`config.mk`:
```
export PLATFORM = sky130hd
export DESIGN_NAME = maxpool_vec_f16
export DESIGN_NICKNAME = d
export VERILOG_FILES = /design/src/rtl/maxpool_pkg.sv /design/src/rtl/f16_max2.sv /design/src/rtl/maxpool_vec_f16.sv
export SDC_FILE = /design/constraint.sdc
export NUM_CORES = 1
export LEC_CHECK = 0
export ABC_AREA = 1
export CELL_PAD_IN_SITES_DETAIL_PLACEMENT = 1
export CELL_PAD_IN_SITES_GLOBAL_PLACEMENT = 2
export CORE_ASPECT_RATIO = 0.6
export CORE_UTILIZATION = 32
export DETAILED_ROUTE_END_ITERATION = 7
export PLACE_DENSITY_LB_ADDON = 0.25
export SETUP_SLACK_MARGIN = 0.15
export SKIP_LAST_GASP = 1
export SYNTH_ARGS = -nofsm -noshare
export SYNTH_HDL_FRONTEND = slang
export SYNTH_SLANG_ARGS = --single-unit
export TNS_END_PERCENT = 10
```
`constraint.sdc`:
```
create_clock -name clk -period 3.7 [get_ports clk]
set_clock_uncertainty 0.1 [all_clocks]
set_input_delay 0.74 -clock clk [delete_from_list [all_inputs] [get_ports clk]]
set_output_delay 0.74 -clock clk [all_outputs]
set_load 0.02 [all_outputs]
```
`src/rtl/maxpool_pkg.sv`:
```
// ============================================================================
// Module  : maxpool_pkg
// Brief   : float16 field constants and sortable-key helper for max-pooling.
// Rev     : 1.0  initial release
// ============================================================================
`default_nettype none

package maxpool_pkg;

    localparam int           F16_W         = 16;
    localparam int           F16_SIGN_BIT  = 15;
    localparam logic [15:0]  F16_POS_ZERO  = 16'h0000;
    localparam logic [15:0]  F16_SIGN_FLIP = 16'h8000;

    // Maps sign-magnitude float16 onto an unsigned-comparable key:
    // negatives are inverted so larger magnitude sorts lower.
    function automatic logic [F16_W-1:0] f16_key(input logic [F16_W-1:0] x);
        return x[F16_SIGN_BIT] ? ~x : (x ^ F16_SIGN_FLIP);
    endfunction

endpackage

`default_nettype wire

```
`src/rtl/f16_max2.sv`:
```
// ============================================================================
// Module  : f16_max2
// Brief   : combinational float16 maximum; ties resolve to input a.
// Rev     : 1.0  initial release
// ============================================================================
`default_nettype none

module f16_max2
    import maxpool_pkg::*;
(
    input  logic [F16_W-1:0] a,
    input  logic [F16_W-1:0] b,
    output logic [F16_W-1:0] o_max
);

    logic [F16_W-1:0] w_key_a;
    logic [F16_W-1:0] w_key_b;

    assign w_key_a = f16_key(a);
    assign w_key_b = f16_key(b);

    // Strict compare keeps a on equal keys so its exact bit pattern survives.
    assign o_max = (w_key_b > w_key_a) ? b : a;

endmodule

`default_nettype wire

```
`src/rtl/maxpool_vec_f16.sv`:
```
// ============================================================================
// Module  : maxpool_vec_f16
// Brief   : NUM_CH-lane streaming float16 max-pool over runtime-length windows.
//           Optional macro MAXPOOL_RELU_EN clamps negative lane results to +0.
// Rev     : 1.0  initial release
// ============================================================================
`default_nettype none

module maxpool_vec_f16
    import maxpool_pkg::*;
#(
    parameter int NUM_CH     = 4,
    parameter int CNT_WIDTH  = 8,
    parameter int DATA_WIDTH = 16
)(
    input  logic                         clk,
    input  logic                         rst,
    input  logic [CNT_WIDTH-1:0]         win_len,
    input  logic                         in_valid,
    output logic                         in_ready,
    input  logic [NUM_CH*DATA_WIDTH-1:0] in_data,
    output logic                         out_valid,
    input  logic                         out_ready,
    output logic [NUM_CH*DATA_WIDTH-1:0] out_data,
    output logic                         busy
);

    localparam logic [CNT_WIDTH-1:0] C_ONE  = {{(CNT_WIDTH-1){1'b0}}, 1'b1};
    localparam int                   C_VECW = NUM_CH * F16_W;

    if (DATA_WIDTH != F16_W) begin : g_bad_width
        $error("maxpool_vec_f16: DATA_WIDTH must be 16 (float16 lanes only)");
    end

    logic [CNT_WIDTH-1:0] r_cnt;
    logic [CNT_WIDTH-1:0] r_len;
    logic [C_VECW-1:0]    r_acc;
    logic [C_VECW-1:0]    r_out_data;
    logic                 r_out_valid;

    logic                 w_accept;
    logic                 w_first;
    logic                 w_last;
    logic [CNT_WIDTH-1:0] w_len_eff;
    logic [C_VECW-1:0]    w_max;
    logic [C_VECW-1:0]    w_next_acc;
    logic [C_VECW-1:0]    w_result;

    assign in_ready  = !(r_out_valid && !out_ready);
    assign w_accept  = in_valid && in_ready;
    assign w_first   = (r_cnt == '0);
    // A zero length is treated as a one-element window.
    assign w_len_eff = w_first ? ((win_len == '0) ? C_ONE : win_len) : r_len;
    assign w_last    = (r_cnt == (w_len_eff - C_ONE));

    assign w_next_acc = w_first ? in_data : w_max;

    for (genvar k = 0; k < NUM_CH; k++) begin : g_lane
        f16_max2 u_max (
            .a     (r_acc  [k*F16_W +: F16_W]),
            .b     (in_data[k*F16_W +: F16_W]),
            .o_max (w_max  [k*F16_W +: F16_W])
        );
`ifdef MAXPOOL_RELU_EN
        assign w_result[k*F16_W +: F16_W] =
            w_next_acc[k*F16_W + F16_SIGN_BIT] ? F16_POS_ZERO : w_next_acc[k*F16_W +: F16_W];
`else
        assign w_result[k*F16_W +: F16_W] = w_next_acc[k*F16_W +: F16_W];
`endif
    end

    always_ff @(posedge clk or negedge rst) begin
        if (!rst) begin
            r_cnt       <= '0;
            r_len       <= '0;
            r_acc       <= '0;
            r_out_data  <= '0;
            r_out_valid <= 1'b0;
        end else begin
            if (w_accept) begin
                r_acc <= w_next_acc;
                if (w_first) begin
                    r_len <= w_len_eff;
                end
                r_cnt <= w_last ? '0 : (r_cnt + C_ONE);
            end
            // A new result may load in the same cycle the previous one drains.
            if (w_accept && w_last) begin
                r_out_data  <= w_result;
                r_out_valid <= 1'b1;
            end else if (out_ready) begin
                r_out_valid <= 1'b0;
            end
        end
    end

    assign out_valid = r_out_valid;
    assign out_data  = r_out_data;
    assign busy      = (r_cnt != '0);

endmodule

`default_nettype wire

```
==> flow_metrics.tcl, run 1 <==
set metrics [dict create \
    start_util 0.327 \
    finalSetupViolCount 0 \
    via_per_inst 5.03 \
    final_core_util 0.413 \
    cp_max_fo 27 \
    cp.arrival_ns 3.57 \
    status "finished clean" \
    vias 9229 \
    synth-seq-area-share 0.367 \
    cts-root-buf "clkbuf_16" \
    r2r_start "r_cnt[0]" \
    die_x_um 229 \
    worstSetupStartpoint "r_cnt[0]" \
    reg2reg_slack_ns 0.41 \
    drc 0 \
    synth_flop_cell "dfrtp_1" \
    async_flop_share 1.00 \
    first_pass_iters 5 \
    synthesis.nets 1435 \
    fin_crit_sh 0.888 \
    finalHoldViolations 0 \
    cts_buffers 17 \
    grt_pass1_vias 9453 \
    dp_hpwl_mm 23.7 \
    relSlewSlack 0.386 \
    critPathRequiredTime_ns 3.98 \
    io-pin-count 143 \
    cts_sinks 145 \
    syn_avg_cell_area_um2 7.64 \
    finalNonFillerCells 1836 \
    critical_path.endpoint "out_data[20]" \
    finalPower_mw 9.28 \
    cts_tree "built" \
    clk_latency_ns 0.45 \
    synth-edff-count 0 \
    syn_area_um2 9880 \
    die_h_um 138 \
    rsz0062_at_grt "false" \
    finalSetupTns_ns 0 \
    cts-htree-levels 4 \
    max_cap_violations 0 \
    detail-route-antenna-nets 0 \
    grt_overflow 0 \
    reg2reg_depth 18 \
    post_cts_buffers 0 \
    drt_iter0_drc 536 \
    worst_slew_pin_slew_ns 0.922 \
    power_density_nw_per_um2 744 \
    fill_cells 3662 \
    fin_crit_ns 3.29 \
    clock_path_buffers 2 \
    ys_ff_latch 145 \
    placedCellCount 1804 \
    row_count 49 \
    grt_max_degree 108 \
    layout.nets 1558 \
    wirelength_mm 32.5 \
    drive_gt1_frac 0.0714 \
    port-buffer-count 142 \
    core_um2 30200 \
    synth_cell_type_count 28 \
    track_usage 0.211 \
    antenna_found_initial 0 \
    netlist_instances 1292 \
    yosys_warnings 0 \
    leakage_nw 6.04 \
    grt_pass1_wl_mm 53.1 \
    area_growth_pct 26.3 \
    die_area_um2 31600 \
    critical_path_class "flop to flop" \
    cp-start-kind "flop" \
    peakVddDrop_v 0.000361 \
    multi_input_area_um2 5630 \
    fmax_mhz 304 \
    crit_path_end_kind "flop" \
    r2r_end "out_data[20]" \
    drv_slew 0 \
    register_area_um2 3630 \
    path_clk_slew_ns 0.07 \
    n_antenna_cell 0 \
    wl_per_cell_um 17.7 \
    hold_path.class "input port to async pin" \
    gp_congestion 0.856 \
]
per-stage QoR:
stage	setup WS [ns]	hold slack (ns)	instance area, um^2
3_3_place_gp	0.199	0.356	11800
6_report	0.414	0.130	12500
4_1_cts	0.306	0.156	12500
2_1_floorplan	0.219	0.344	9880
3_5_place_dp	0.105	0.361	11800
5_1_grt	0.173	0.167	12500
how the worst min path moves through the flow:
| stage | end | cells past startpoint | slack [ns] |
|---|---|---|---|
| CTS | r_acc[28] | 1 | 0.16 |
| global route | r_acc[28] | 1 | 0.17 |
| global placement | out_data[62] | 2 | 0.36 |
| detailed placement | out_data[21] | 2 | 0.36 |
| finish | r_acc[28] | 1 | 0.13 |
| floorplan | out_data[0] | 0 | 0.34 |
cell usage in the layout (no fill, tap or decap), drive strengths merged, types with 64 or more instances in the layout:
cell type and count:
a31oi 65, clkdlybuf4s50 141, dfrtp 145, ha 67, inv 69, nand2 418
nand3 95, nand4 68, nor2 98, xor2 64
per-layer routing:
layer  track usage  vias to the layer above  share of wire
li1              -                     4516              -
met1         0.321                     4547           0.54
met2         0.309                      149           0.42
met3        0.0441                       17          0.039
met4        0.0368                        0         0.0060
met5             0                        -              0
cell usage after synthesis (all sizes together) (13+ instances only):
master,count,area share
xor2,64,0.057
inv,66,0.025
nor2,98,0.041
nand3,95,0.050
nor3,13,0.0066
nand4,68,0.043
a31oi,65,0.041
clkbuf,48,0.018
o21ai,22,0.011
nand2,418,0.16
xnor2,61,0.054
buf,27,0.020
ha,67,0.085
dfrtp,145,0.37
a21oi,29,0.015
final cells by class:
class | instances | share of cell area
timing repair buffer | 179 | 0.145
clock inverter | 14 | 0.0164
inverter | 66 | 0.0203
sequential | 145 | 0.291
clock buffer | 18 | 0.0352
multi-input combinational | 1006 | 0.451
tap | 408 | 0.0409
what timing repair did:
action | CTS | global route
gates resized for setup | 0 | 4
endpoints found under the setup margin | 0 | 64
hold buffers | 0 | 0
sequential cells by signal, indices dropped and copies added, names as in the netlist:
register,cells
out_data,64
out_valid,1
r_len,8
r_acc,64
r_cnt,8
cells by family after synthesis:
logic type | share of synthesized area
compound gates | 0.0678
xor+xnor | 0.111
fa+ha+maj | 0.0849
buf+inv | 0.0636
flops | 0.367
mux | 0.00114
simple gates | 0.304
worst max-delay path, stage by stage, from the launching register on:
cell	delay [ns]
dfrtp_1	0.45
inv_1	0.15
ha_2	0.24
nand2_1	0.10
nor2_4	0.18
nand2_4	0.19
nand2_2	0.11
nand2_2	0.09
ha_1	0.22
nand3_1	0.13
nor2_2	0.07
nand2_1	0.08
nand2_1	0.05
nand3_1	0.08
nand2_1	0.09
nor2_4	0.19
buf_4	0.35
nand4_1	0.20
nand2_1	0.11
power breakdown:
group          switching (mW)  leakage [nW]  internal (mW)  total [mW]
Clock                   0.788         0.304           1.16        1.95
Sequential              0.481          1.81           1.97        2.46
Combinational            2.86          3.93           2.02        4.88
Total                    4.13          6.04           5.15        9.28
Note: power is estimated with default switching activity, not from simulation.
==> run 2: changes to the inputs <==
--- a/config.mk
+++ b/config.mk
@@ -6,12 +6,14 @@
 export NUM_CORES = 1
 export LEC_CHECK = 0
 export ABC_AREA = 1
+export ABC_CLOCK_PERIOD_IN_PS = 3700
 export CELL_PAD_IN_SITES_DETAIL_PLACEMENT = 1
 export CELL_PAD_IN_SITES_GLOBAL_PLACEMENT = 2
 export CORE_ASPECT_RATIO = 0.6
 export CORE_UTILIZATION = 32
 export DETAILED_ROUTE_END_ITERATION = 7
 export PLACE_DENSITY_LB_ADDON = 0.25
+export REMOVE_ABC_BUFFERS = 1
 export SETUP_SLACK_MARGIN = 0.15
 export SKIP_LAST_GASP = 1
 export SYNTH_ARGS = -nofsm -noshare
==> run 2 against run 1 <==
Compared with the run above: critical path depth stayed put; global-route usage shrank 0.46 points; die area unchanged; setup slack better by 0.045 ns; final cell count grew 0.27%; hold slack improved by 0.046 ns; count of clock-buffer cells in the layout grew 10; design area fell by 0.63%; routed wire length decreased by 3.9%; critical path type unchanged; highest routed layer unchanged.
==> flow_metrics.tcl, run 2 (synthesis gave the netlist of run 1 again) <==
set metrics [dict create \
    status "finished clean" \
    via_per_inst 4.94 \
    antenna_found_initial 0 \
    peakVddDrop_v 0.000340 \
    switching_share 0.444 \
    critical_path_class "flop to flop" \
    reg2reg_slack_ns 0.46 \
    drc 0 \
    cts_sinks 145 \
    cp-start-kind "flop" \
    vias 9103 \
    wirelength_mm 31.2 \
    gp_congestion 0.807 \
    detail-route-antenna-nets 0 \
    n_antenna_cell 0 \
    power_density_nw_per_um2 722 \
    mostFrequentLayoutCells "411 x nand2_1, 145 x dfrtp_1, 141 x clkdlybuf4s50_1, 93 x nand3_1, 91 x nor2_1" \
    die_area_um2 31600 \
    worst_slew_pin_slew_ns 0.705 \
    port-buffer-count 142 \
    cts-htree-levels 4 \
    rsz0062_at_grt "false" \
    fmax_mhz 309 \
    max_cap_violations 0 \
    core_um2 30200 \
    dp_hpwl_mm 22.6 \
    cts-root-buf "clkbuf_16" \
    clock_path_buffers 2 \
    p_seq_frac 0.268 \
    hold_path.class "input port to async pin" \
    finalHoldViolations 0 \
    area_growth_pct 25.5 \
    wl_per_cell_um 17.0 \
    critPathRequiredTime_ns 3.98 \
    r2r_start "r_cnt[0]" \
    clk_latency_ns 0.44 \
    pwr-share-clk 0.187 \
    drv_slew 0 \
    crit_path_end_kind "flop" \
    post_cts_buffers 0 \
    track_usage 0.207 \
    row_count 49 \
    fin_crit_ns 3.24 \
    final_common_cell "nand2_1" \
    grt_pass1_vias 9407 \
    relSlewSlack 0.530 \
    intPower_mw 4.97 \
    grt_pass1_wl_mm 51.8 \
    grt_max_degree 70 \
    leakage_nw 6.02 \
    cp.arrival_ns 3.52 \
    start_util 0.327 \
    cts_tree "built" \
    power.net_switching_mw 3.97 \
    r2r_end "out_data[42]" \
    die_h_um 138 \
    reg2reg_depth 18 \
    finalSetupViolCount 0 \
    fin_hold_ws_ns 0.176 \
    cp_max_fo 25 \
    cts_resized 0 \
    fin_crit_sh 0.876 \
    layout.nets 1563 \
    grt_overflow 0 \
    cts_buffers 17 \
    hold_buffers 0 \
    first_pass_iters 5 \
    comb_power_share 0.545 \
    drt_iter0_drc 415 \
    drive_gt1_frac 0.0698 \
    final_core_util 0.411 \
    io-pin-count 143 \
    path_clk_slew_ns 0.06 \
    die_x_um 229 \
]
## run 2: metrics by stage
| step | worst slack [ns] | area, um^2 | setup TNS, ns | std cells | total power, mW |
|---|---|---|---|---|---|
| 2_1_floorplan | -0.405 | 9500 | -28.86 | 1217 | 5.75 |
| 3_3_place_gp | 0.279 | 11800 | 0 | 1809 | 7.19 |
| 3_5_place_dp | 0.195 | 11800 | 0 | 1809 | 7.33 |
| 4_1_cts | 0.437 | 12400 | 0 | 1841 | 9.08 |
| 5_1_grt | 0.160 | 12400 | 0 | 1841 | 9.89 |
| 6_report | 0.459 | 12400 | 0 | 1841 | 8.94 |
## run 2: how the worst max path moves through the flow
stage | from | end | slack [ns] | depth (start not counted)
3_3_place_gp | in_data[15] | out_data[2] | 0.28 | 17
4_1_cts | r_cnt[0] | out_data[43] | 0.44 | 18
6_report | r_cnt[0] | out_data[42] | 0.46 | 18
5_1_grt | r_cnt[1] | out_data[39] | 0.16 | 17
3_5_place_dp | in_data[15] | out_data[2] | 0.20 | 17
2_1_floorplan | out_ready | r_cnt[2] | -0.40 | 7
## run 2: power groups by stage
stage	sequential, mW	clock (mW)	combinational, mW
floorplan	2.43	0	3.33
global placement	2.41	0	4.78
detailed placement	2.43	0	4.90
CTS	2.40	1.73	4.95
global route	2.47	1.78	5.65
finish	2.40	1.67	4.88
## run 2: critical path: stages (launching register included)
cell	delay, ns
dfrtp_1	0.43
inv_1	0.12
ha_1	0.26
nand2_1	0.09
nor2_2	0.25
nand2_1	0.11
nand2_1	0.12
nand2_2	0.07
ha_1	0.22
xnor2_1	0.21
nor2_1	0.07
nor2_1	0.11
nand2_1	0.07
nor2_1	0.10
nand2_1	0.07
inv_2	0.15
buf_4	0.34
nand4_1	0.15
nand2_1	0.11
## run 2: cell type report
type	count	area (um^2)
timing repair buffer	184	1830
fill	3661	17800
tap	408	510
clock buffer	28	527
multi-input combinational	1006	5620
clock inverter	4	22.5
inverter	66	253
sequential	145	3630
## run 2: per-layer routing
layer / GRT usage / share of wire
met5: 0 / 0
met2: 0.303 / 0.42
met3: 0.0373 / 0.028
met4: 0.0526 / 0.012
met1: 0.311 / 0.54
==> run 3: changes to the inputs <==
--- a/config.mk
+++ b/config.mk
@@ -13,7 +13,6 @@
 export CORE_UTILIZATION = 32
 export DETAILED_ROUTE_END_ITERATION = 7
 export PLACE_DENSITY_LB_ADDON = 0.25
-export REMOVE_ABC_BUFFERS = 1
 export SETUP_SLACK_MARGIN = 0.15
 export SKIP_LAST_GASP = 1
 export SYNTH_ARGS = -nofsm -noshare
==> results of run 3 <==
The final DEF is identical to that of run 1; final timing and power are the same.
